<file path="src/rtl/fifo_rx_apb_if.sv">
// APB slave bus bundle for fifo_rx_apb.
//   psel/penable/pwrite/paddr/pwdata : requester -> completer
//   prdata/pready/pslverr            : completer -> requester
interface fifo_rx_apb_if;
    logic        psel;
    logic        penable;
    logic        pwrite;
    logic [3:0]  paddr;
    logic [31:0] pwdata;
    logic [31:0] prdata;
    logic        pready;
    logic        pslverr;

    modport master (
        output psel, penable, pwrite, paddr, pwdata,
        input  prdata, pready, pslverr
    );

    modport slave (
        input  psel, penable, pwrite, paddr, pwdata,
        output prdata, pready, pslverr
    );
endinterface

</file>
<file path="src/rtl/fifo_rx_apb.sv">
// Serial receive deserializer feeding a DEPTH x WIDTH FIFO, drained over APB.
//   clk, reset_n          : clock, synchronous active-low reset
//   bit_valid, data_in    : serial bit strobe and bit from the CDR
//   frame_sync            : realigns the word boundary (drops the partial word)
//   apb                   : APB slave (DATA 0x0, STATUS 0x4, CTRL 0x8, CLR 0xC)
//   irq                   : registered level interrupt (threshold or overflow)
module fifo_rx_apb #(
    parameter int unsigned WIDTH     = 8,
    parameter int unsigned DEPTH     = 64,
    parameter bit          LSB_FIRST = 1'b1
) (
    input  logic            clk,
    input  logic            reset_n,
    input  logic            bit_valid,
    input  logic            data_in,
    input  logic            frame_sync,
    fifo_rx_apb_if.slave    apb,
    output logic            irq
);

    localparam int unsigned AW = $clog2(DEPTH);
    localparam int unsigned PW = AW + 1;
    localparam int unsigned CW = (WIDTH > 1) ? $clog2(WIDTH) : 1;

    logic [WIDTH-1:0] mem [DEPTH];

    logic [CW-1:0]    bit_cnt;
    logic [WIDTH-1:0] shift_q;
    logic [PW-1:0]    wr_ptr;
    logic [PW-1:0]    rd_ptr;
    logic             ovf;
    logic             irq_en;
    logic [PW-1:0]    thresh;

    logic [CW-1:0]    bit_pos;
    logic [CW-1:0]    bit_idx;
    logic [WIDTH-1:0] word_next;
    logic             word_done;

    logic [PW-1:0]    level;
    logic             empty;
    logic             full;

    logic             acc;
    logic             addr_ok;
    logic [1:0]       reg_sel;
    logic             pop;
    logic             flush;
    logic             ctrl_wr;
    logic             clr_ovf;
    logic             push_ok;
    logic             ovf_set;

    logic [31:0]      status_word;
    logic [31:0]      ctrl_word;
    logic             unused_pwdata;

    // Only a handful of write-data bits are architected.
    assign unused_pwdata = ^apb.pwdata;

    // Insert the incoming bit; frame_sync makes it bit 0 of a fresh word.
    always_comb begin : deser_c
        bit_pos   = frame_sync ? '0 : bit_cnt;
        bit_idx   = LSB_FIRST ? bit_pos : CW'(WIDTH - 1) - bit_pos;
        word_next = frame_sync ? '0 : shift_q;
        word_next[bit_idx] = data_in;
        word_done = bit_valid && (bit_pos == CW'(WIDTH - 1));
    end

    // FIFO occupancy from wrap-bit pointers.
    assign level = wr_ptr - rd_ptr;
    assign empty = (level == '0);
    assign full  = (level == PW'(DEPTH));

    // APB decode; reset masks the access so outputs read 0 while in reset.
    always_comb begin : decode_c
        acc     = reset_n && apb.psel && apb.penable;
        addr_ok = (apb.paddr[1:0] == 2'b00);
        reg_sel = apb.paddr[3:2];
        pop     = acc && !apb.pwrite && addr_ok && (reg_sel == 2'd0) && !empty;
        ctrl_wr = acc && apb.pwrite && addr_ok && (reg_sel == 2'd2);
        flush   = ctrl_wr && apb.pwdata[30];
        clr_ovf = acc && apb.pwrite && addr_ok && (reg_sel == 2'd3) && apb.pwdata[0];
        // A same-cycle pop frees the slot, so a push into a full FIFO still lands.
        push_ok = word_done && !flush && (!full || pop);
        ovf_set = word_done && !flush && full && !pop;
    end

    assign status_word = {ovf, full, empty, 29'(level)};
    assign ctrl_word   = {irq_en, 1'b0, 30'(thresh)};
    assign apb.pready  = 1'b1;

    // Combinational read data and error response during the access phase.
    always_comb begin : rdata_c
        apb.prdata  = '0;
        apb.pslverr = 1'b0;
        if (acc) begin
            if (!addr_ok) begin
                apb.pslverr = 1'b1;
            end else begin
                case (reg_sel)
                    2'd0: begin
                        if (apb.pwrite || empty) apb.pslverr = 1'b1;
                        else apb.prdata = 32'(mem[rd_ptr[AW-1:0]]);
                    end
                    2'd1: begin
                        if (apb.pwrite) apb.pslverr = 1'b1;
                        else apb.prdata = status_word;
                    end
                    2'd2: begin
                        if (!apb.pwrite) apb.prdata = ctrl_word;
                    end
                    default: begin
                        if (!apb.pwrite) apb.pslverr = 1'b1;
                    end
                endcase
            end
        end
    end

    // Deserializer, pointers, control/status and interrupt registers.
    always_ff @(posedge clk) begin : state_q
        if (!reset_n) begin
            bit_cnt <= '0;
            shift_q <= '0;
            wr_ptr  <= '0;
            rd_ptr  <= '0;
            ovf     <= 1'b0;
            irq_en  <= 1'b0;
            thresh  <= '0;
            irq     <= 1'b0;
        end else begin
            if (flush) begin
                bit_cnt <= '0;
                shift_q <= '0;
                wr_ptr  <= '0;
                rd_ptr  <= '0;
            end else begin
                if (bit_valid) begin
                    if (word_done) begin
                        bit_cnt <= '0;
                        shift_q <= '0;
                    end else begin
                        bit_cnt <= bit_pos + CW'(1);
                        shift_q <= word_next;
                    end
                end else if (frame_sync) begin
                    bit_cnt <= '0;
                    shift_q <= '0;
                end
                if (push_ok) wr_ptr <= wr_ptr + PW'(1);
                if (pop)     rd_ptr <= rd_ptr + PW'(1);
            end
            if (ctrl_wr) begin
                irq_en <= apb.pwdata[31];
                thresh <= apb.pwdata[AW:0];
            end
            // A fresh overflow wins over a simultaneous clear.
            if (ovf_set)      ovf <= 1'b1;
            else if (clr_ovf) ovf <= 1'b0;
            irq <= irq_en && (((level >= thresh) && (thresh != '0)) || ovf);
        end
    end

    // Storage array, not reset.
    always_ff @(posedge clk) begin : mem_q
        if (push_ok) mem[wr_ptr[AW-1:0]] <= word_next;
    end

endmodule

</file>
<file path="src/flat_wrapper.sv">
// flat-port wrapper written by rule: the top's interface ports become plain ports
module fifo_rx_apb_flat 
#(
    parameter int unsigned WIDTH     = 8,
    parameter int unsigned DEPTH     = 64,
    parameter bit          LSB_FIRST = 1'b1
)
  (clk, reset_n, bit_valid, data_in, frame_sync, irq, apb_psel, apb_penable, apb_pwrite, apb_paddr, apb_pwdata, apb_prdata, apb_pready, apb_pslverr);
  fifo_rx_apb_if apb_i ();
  input  logic clk;
  input  logic reset_n;
  input  logic bit_valid;
  input  logic data_in;
  input  logic frame_sync;
  output logic irq;
  input wire logic [$bits(apb_i.psel)-1:0] apb_psel;
  input wire logic [$bits(apb_i.penable)-1:0] apb_penable;
  input wire logic [$bits(apb_i.pwrite)-1:0] apb_pwrite;
  input wire logic [$bits(apb_i.paddr)-1:0] apb_paddr;
  input wire logic [$bits(apb_i.pwdata)-1:0] apb_pwdata;
  output wire logic [$bits(apb_i.prdata)-1:0] apb_prdata;
  output wire logic [$bits(apb_i.pready)-1:0] apb_pready;
  output wire logic [$bits(apb_i.pslverr)-1:0] apb_pslverr;
  assign apb_i.psel = apb_psel;
  assign apb_i.penable = apb_penable;
  assign apb_i.pwrite = apb_pwrite;
  assign apb_i.paddr = apb_paddr;
  assign apb_i.pwdata = apb_pwdata;
  assign apb_prdata = apb_i.prdata;
  assign apb_pready = apb_i.pready;
  assign apb_pslverr = apb_i.pslverr;
  fifo_rx_apb #(.WIDTH(WIDTH), .DEPTH(DEPTH), .LSB_FIRST(LSB_FIRST)) u_core (.clk(clk), .reset_n(reset_n), .bit_valid(bit_valid), .data_in(data_in), .frame_sync(frame_sync), .apb(apb_i), .irq(irq));
endmodule
</file>
<file path="config.mk">
export PLATFORM = sky130hd
export DESIGN_NAME = fifo_rx_apb_flat
export DESIGN_NICKNAME = d
export VERILOG_FILES = /design/src/rtl/fifo_rx_apb_if.sv /design/src/rtl/fifo_rx_apb.sv /design/src/flat_wrapper.sv
export SDC_FILE = /design/constraint.sdc
export NUM_CORES = 1
export LEC_CHECK = 0
export CAP_MARGIN = 20
export CORE_MARGIN = 1
export CORE_UTILIZATION = 30
export CTS_CLUSTER_SIZE = 30
export DETAILED_ROUTE_END_ITERATION = 7
export GPL_TIMING_DRIVEN = 0
export PLACE_DENSITY_LB_ADDON = 0.08
export SYNTH_ARGS = -nofsm -noshare
export SYNTH_HDL_FRONTEND = slang
export SYNTH_SLANG_ARGS = --single-unit
</file>
<file path="constraint.sdc">
create_clock -name clk -period 4.53 [get_ports clk]
set_input_delay 0.906 -clock clk [delete_from_list [all_inputs] [get_ports clk]]
set_output_delay 0.906 -clock clk [all_outputs]
set_load 0.01 [all_outputs]
</file>
==> flow_metrics.tcl <==
set metrics [dict create \
    r2r_end "u_core.mem[33][5]" \
    r2r_cells 13 \
    cp_slowest_stage_delay_ns 0.83 \
    core_area_um2 75800 \
    synth_top_area_share_pct 67.0 \
    synthTopCellsByArea "edfxtp_1, mux4_2, mux2i_1, dfxtp_1, a22oi_1" \
    synth-edff-count 512 \
    area.growth.synth_to_final_pct 21.0 \
    design_area_um2 27800 \
    ys_ff_latch 553 \
    crit_end "apb_prdata[6]" \
    cts_made_buffers 60 \
    slew_viol_final 0 \
    grt_pass1_wl_um 104000 \
    layout-drive-gt1-share_pct 24.0 \
    cp-start-kind "register" \
    p_leak_uw 0.00904 \
    regArea_um2 16200 \
    drtIter0Drc 1154 \
    cts.sinks 553 \
    cts_max_path_buffers 3 \
    fin_skew_ns 0.0107 \
    finalNonFillerCells 2584 \
    ys_warn_count 0 \
    fillers 7155 \
    vias_per_cell 5.14 \
    r2r_slack_ns 0.53 \
    routedWlPerCell_um 28.6 \
    antenna_found_initial 3 \
    dp_hpwl_um 51000 \
    critPathArrivalTime_ns 3.66 \
    end_kind "primary output" \
    synth_ff_type "edfxtp_1" \
    clk_latency_ns 0.63 \
    wl_um 74000 \
    violations "negative setup slack" \
    synth.largest_area_cell "edfxtp_1" \
    crit_required_ns 3.62 \
    dieArea_um2 77500 \
    async_reset_ff_share_pct 0 \
    ys_seq_area_share_pct 70.6 \
    start_util_pct 30.2 \
    die_w_um 278 \
    postSynthAreaPerCell_um2 16.4 \
    multi_input_area_um2 6750 \
    crit_buf_inv 2 \
    grt_util_all_layers_pct 19.2 \
    htree_levels 2 \
    drc 0 \
    cp.depth 7 \
    io_buffers 32 \
    wl_met3_um 4580 \
    worstSetupPathType "reg2out" \
    setup_slack_ns -0.0335 \
    place.gp.congestion 0.841 \
    nets 1619 \
    dpl-instance-area_um2 25300 \
    ant_nets 0 \
    grt_pass1_vias 13300 \
    yosysUniqueCellTypes 63 \
    wl_met1_um 33200 \
    worst_slew_pin_slew_ns 1.06 \
    drv_cap 0 \
    wl_met2_um 33700 \
    max-slew-margin-rel_pct 29.3 \
    diodes 0 \
    rsz0062_at_grt "yes" \
    synthCells 1398 \
    crit_chain "clkinv_2 > a2111oi_1 > a221oi_1 > a21oi_1 > and4_1 > o32ai_4 > buf_2" \
    cp_slowest_cell "dfxtp_1" \
    final_util_pct 36.6 \
    drtPass1Iterations 5 \
    irDropWorstVdd_mv 0.299 \
    dp_slack_ns -1.33 \
    grt_overflow 0 \
    hold_violations 0 \
    dp.cells 2467 \
    max_freq_mhz 219 \
    fin_crit_sh_pct 101 \
    final-setup-viol-count 1 \
    root_buffer "clkbuf_16" \
    top_layer "met4" \
    pin_count 79 \
    grt_max_degree 66 \
    die_h_um 278 \
    hp-class "reg2reg" \
    period_minus_slack_ns 4.56 \
    cp_top_family "compound AO/OA/AOI/OAI gates" \
    crit_fanout 10 \
    status "complete, but fails checks" \
    vias 13300 \
    rows 101 \
    cts_tree "yes" \
    rr_startpoint "u_core.wr_ptr[0]" \
    powerDensity_nw_per_um2 385 \
    synthesis.area_um2 22900 \
    clk_pin_slew_worst_paths_ns 0.06 \
]
[stage by stage]
step | power (uW) | setup TNS (ns) | hold WS [ns]
final | 10700 | -0.0335 | 0.473
after global routing | 11000 | -0.500 | 0.504
after CTS | 10800 | -0.513 | 0.480
after detailed placement | 5910 | -99.55 | 0.472
after global placement | 5900 | -1180.07 | 0.469
after floorplan | 5790 | 0 | 0.440
[how the worst min path moves through the flow]
stage	start	end	slack [ns]	cells after the start
floorplan	u_core.irq_en	u_core.irq	0.44	1
global placement	u_core.rd_ptr[6]	u_core.rd_ptr[6]	0.47	2
detailed placement	u_core.irq_en	u_core.irq	0.47	1
CTS	u_core.irq_en	u_core.irq	0.48	1
global route	u_core.irq_en	u_core.irq	0.50	1
finish	u_core.irq_en	u_core.irq	0.47	1
[power breakdown]
group | total (uW) | leakage, uW | switching [uW] | internal (uW)
clock network | 4840 | 0.000934 | 2010 | 2830
logic | 309 | 0.00264 | 191 | 118
registers | 5530 | 0.00547 | 5.35 | 5520
total | 10700 | 0.00904 | 2210 | 8470
[cell families after synthesis]
logic type                 Yosys count  synth area share (%)
AOI/OAI and AO/OA                  172                  5.35
xor gates and xnor gates             4                 0.153
adders and majority gates           17                 0.960
buffers and inverters              129                  2.78
DFF                                553                  70.6
muxes                              219                  13.4
other                                2                0.0327
and+or+nand+nor                    302                  6.65
[synth_stat cells, types with 3 or more instances]
master	n
a2111o_1	3
a2111oi_0	6
a211o_1	3
a211oi_1	4
a21o_1	4
a21oi_1	38
a221oi_1	10
a22o_1	5
a22oi_1	57
and2_1	6
and3_1	4
buf_1	11
buf_2	24
buf_4	23
buf_6	5
clkbuf_1	42
dfxtp_1	41
edfxtp_1	512
ha_1	16
inv_1	23
mux2i_1	146
mux4_2	71
nand2_1	65
nand2b_1	13
nand3_1	34
nand3b_1	5
nand4_1	13
nor2_1	43
nor2b_1	24
nor3_1	70
nor3b_1	11
o211ai_1	5
o21ai_0	13
o22ai_1	4
o32ai_1	3
or3_1	5
[repair_timing]
action,in CTS,in global routing
hold endpoints to repair,0,0
buffers inserted,9,4
gates resized for setup,148,23
hold buffers,0,0
endpoints found under the setup margin,11,14
pin swaps,13,12
[worst reg2reg max path, delay by kind of cell, from the launching register on]
kind | cells | cell delay (ns)
AO/OA/AOI/OAI | 3 | 0.72
adder cells (fa/ha/maj) | 2 | 0.47
buffers and inverters | 5 | 0.86
flip-flops | 1 | 0.35
AND/OR/NAND/NOR | 3 | 1.29
[cell usage in the layout (no fill, tap or decap), drive strengths merged, types with 22 or more instances in the layout]
cell type / n
edfxtp: 512
mux2i: 146
buf: 122
clkbuf: 119
mux4: 71
nor3: 70
nand2: 65
a22oi: 57
nor2: 43
dfxtp: 41
a21oi: 38
nand3: 34
nor2b: 24
clkinv: 24
inv: 23
conb: 22
[layout make-up]
cell class,instances,share of cell area (%)
multi-input cells,736,24.3
well taps,978,4.41
flip-flops and latches,553,58.4
plain buffers,99,2.49
clock inverters,29,0.947
clock buffers,81,5.99
inverters,24,0.338
repair buffers,84,3.12
[flip-flops by register name (all words and copies together) (netlist names), named ones only]
signal,flops
u_core.irq_en,1
u_core.bit_cnt,3
u_core.mem,512
u_core.ovf,1
u_core.shift_q,8
u_core.rd_ptr,7
u_core.thresh,7
u_core.wr_ptr,7
u_core.irq,1
[per-layer routing]
metal / vias to the layer above / track usage [%]
met3: 111 / 4.19
met5: - / 0
met2: 395 / 29.8
li1: 5851 / -
met4: 0 / 6.83
met1: 6915 / 26.4
No activity file was read; power rests on OpenSTA's default activity.
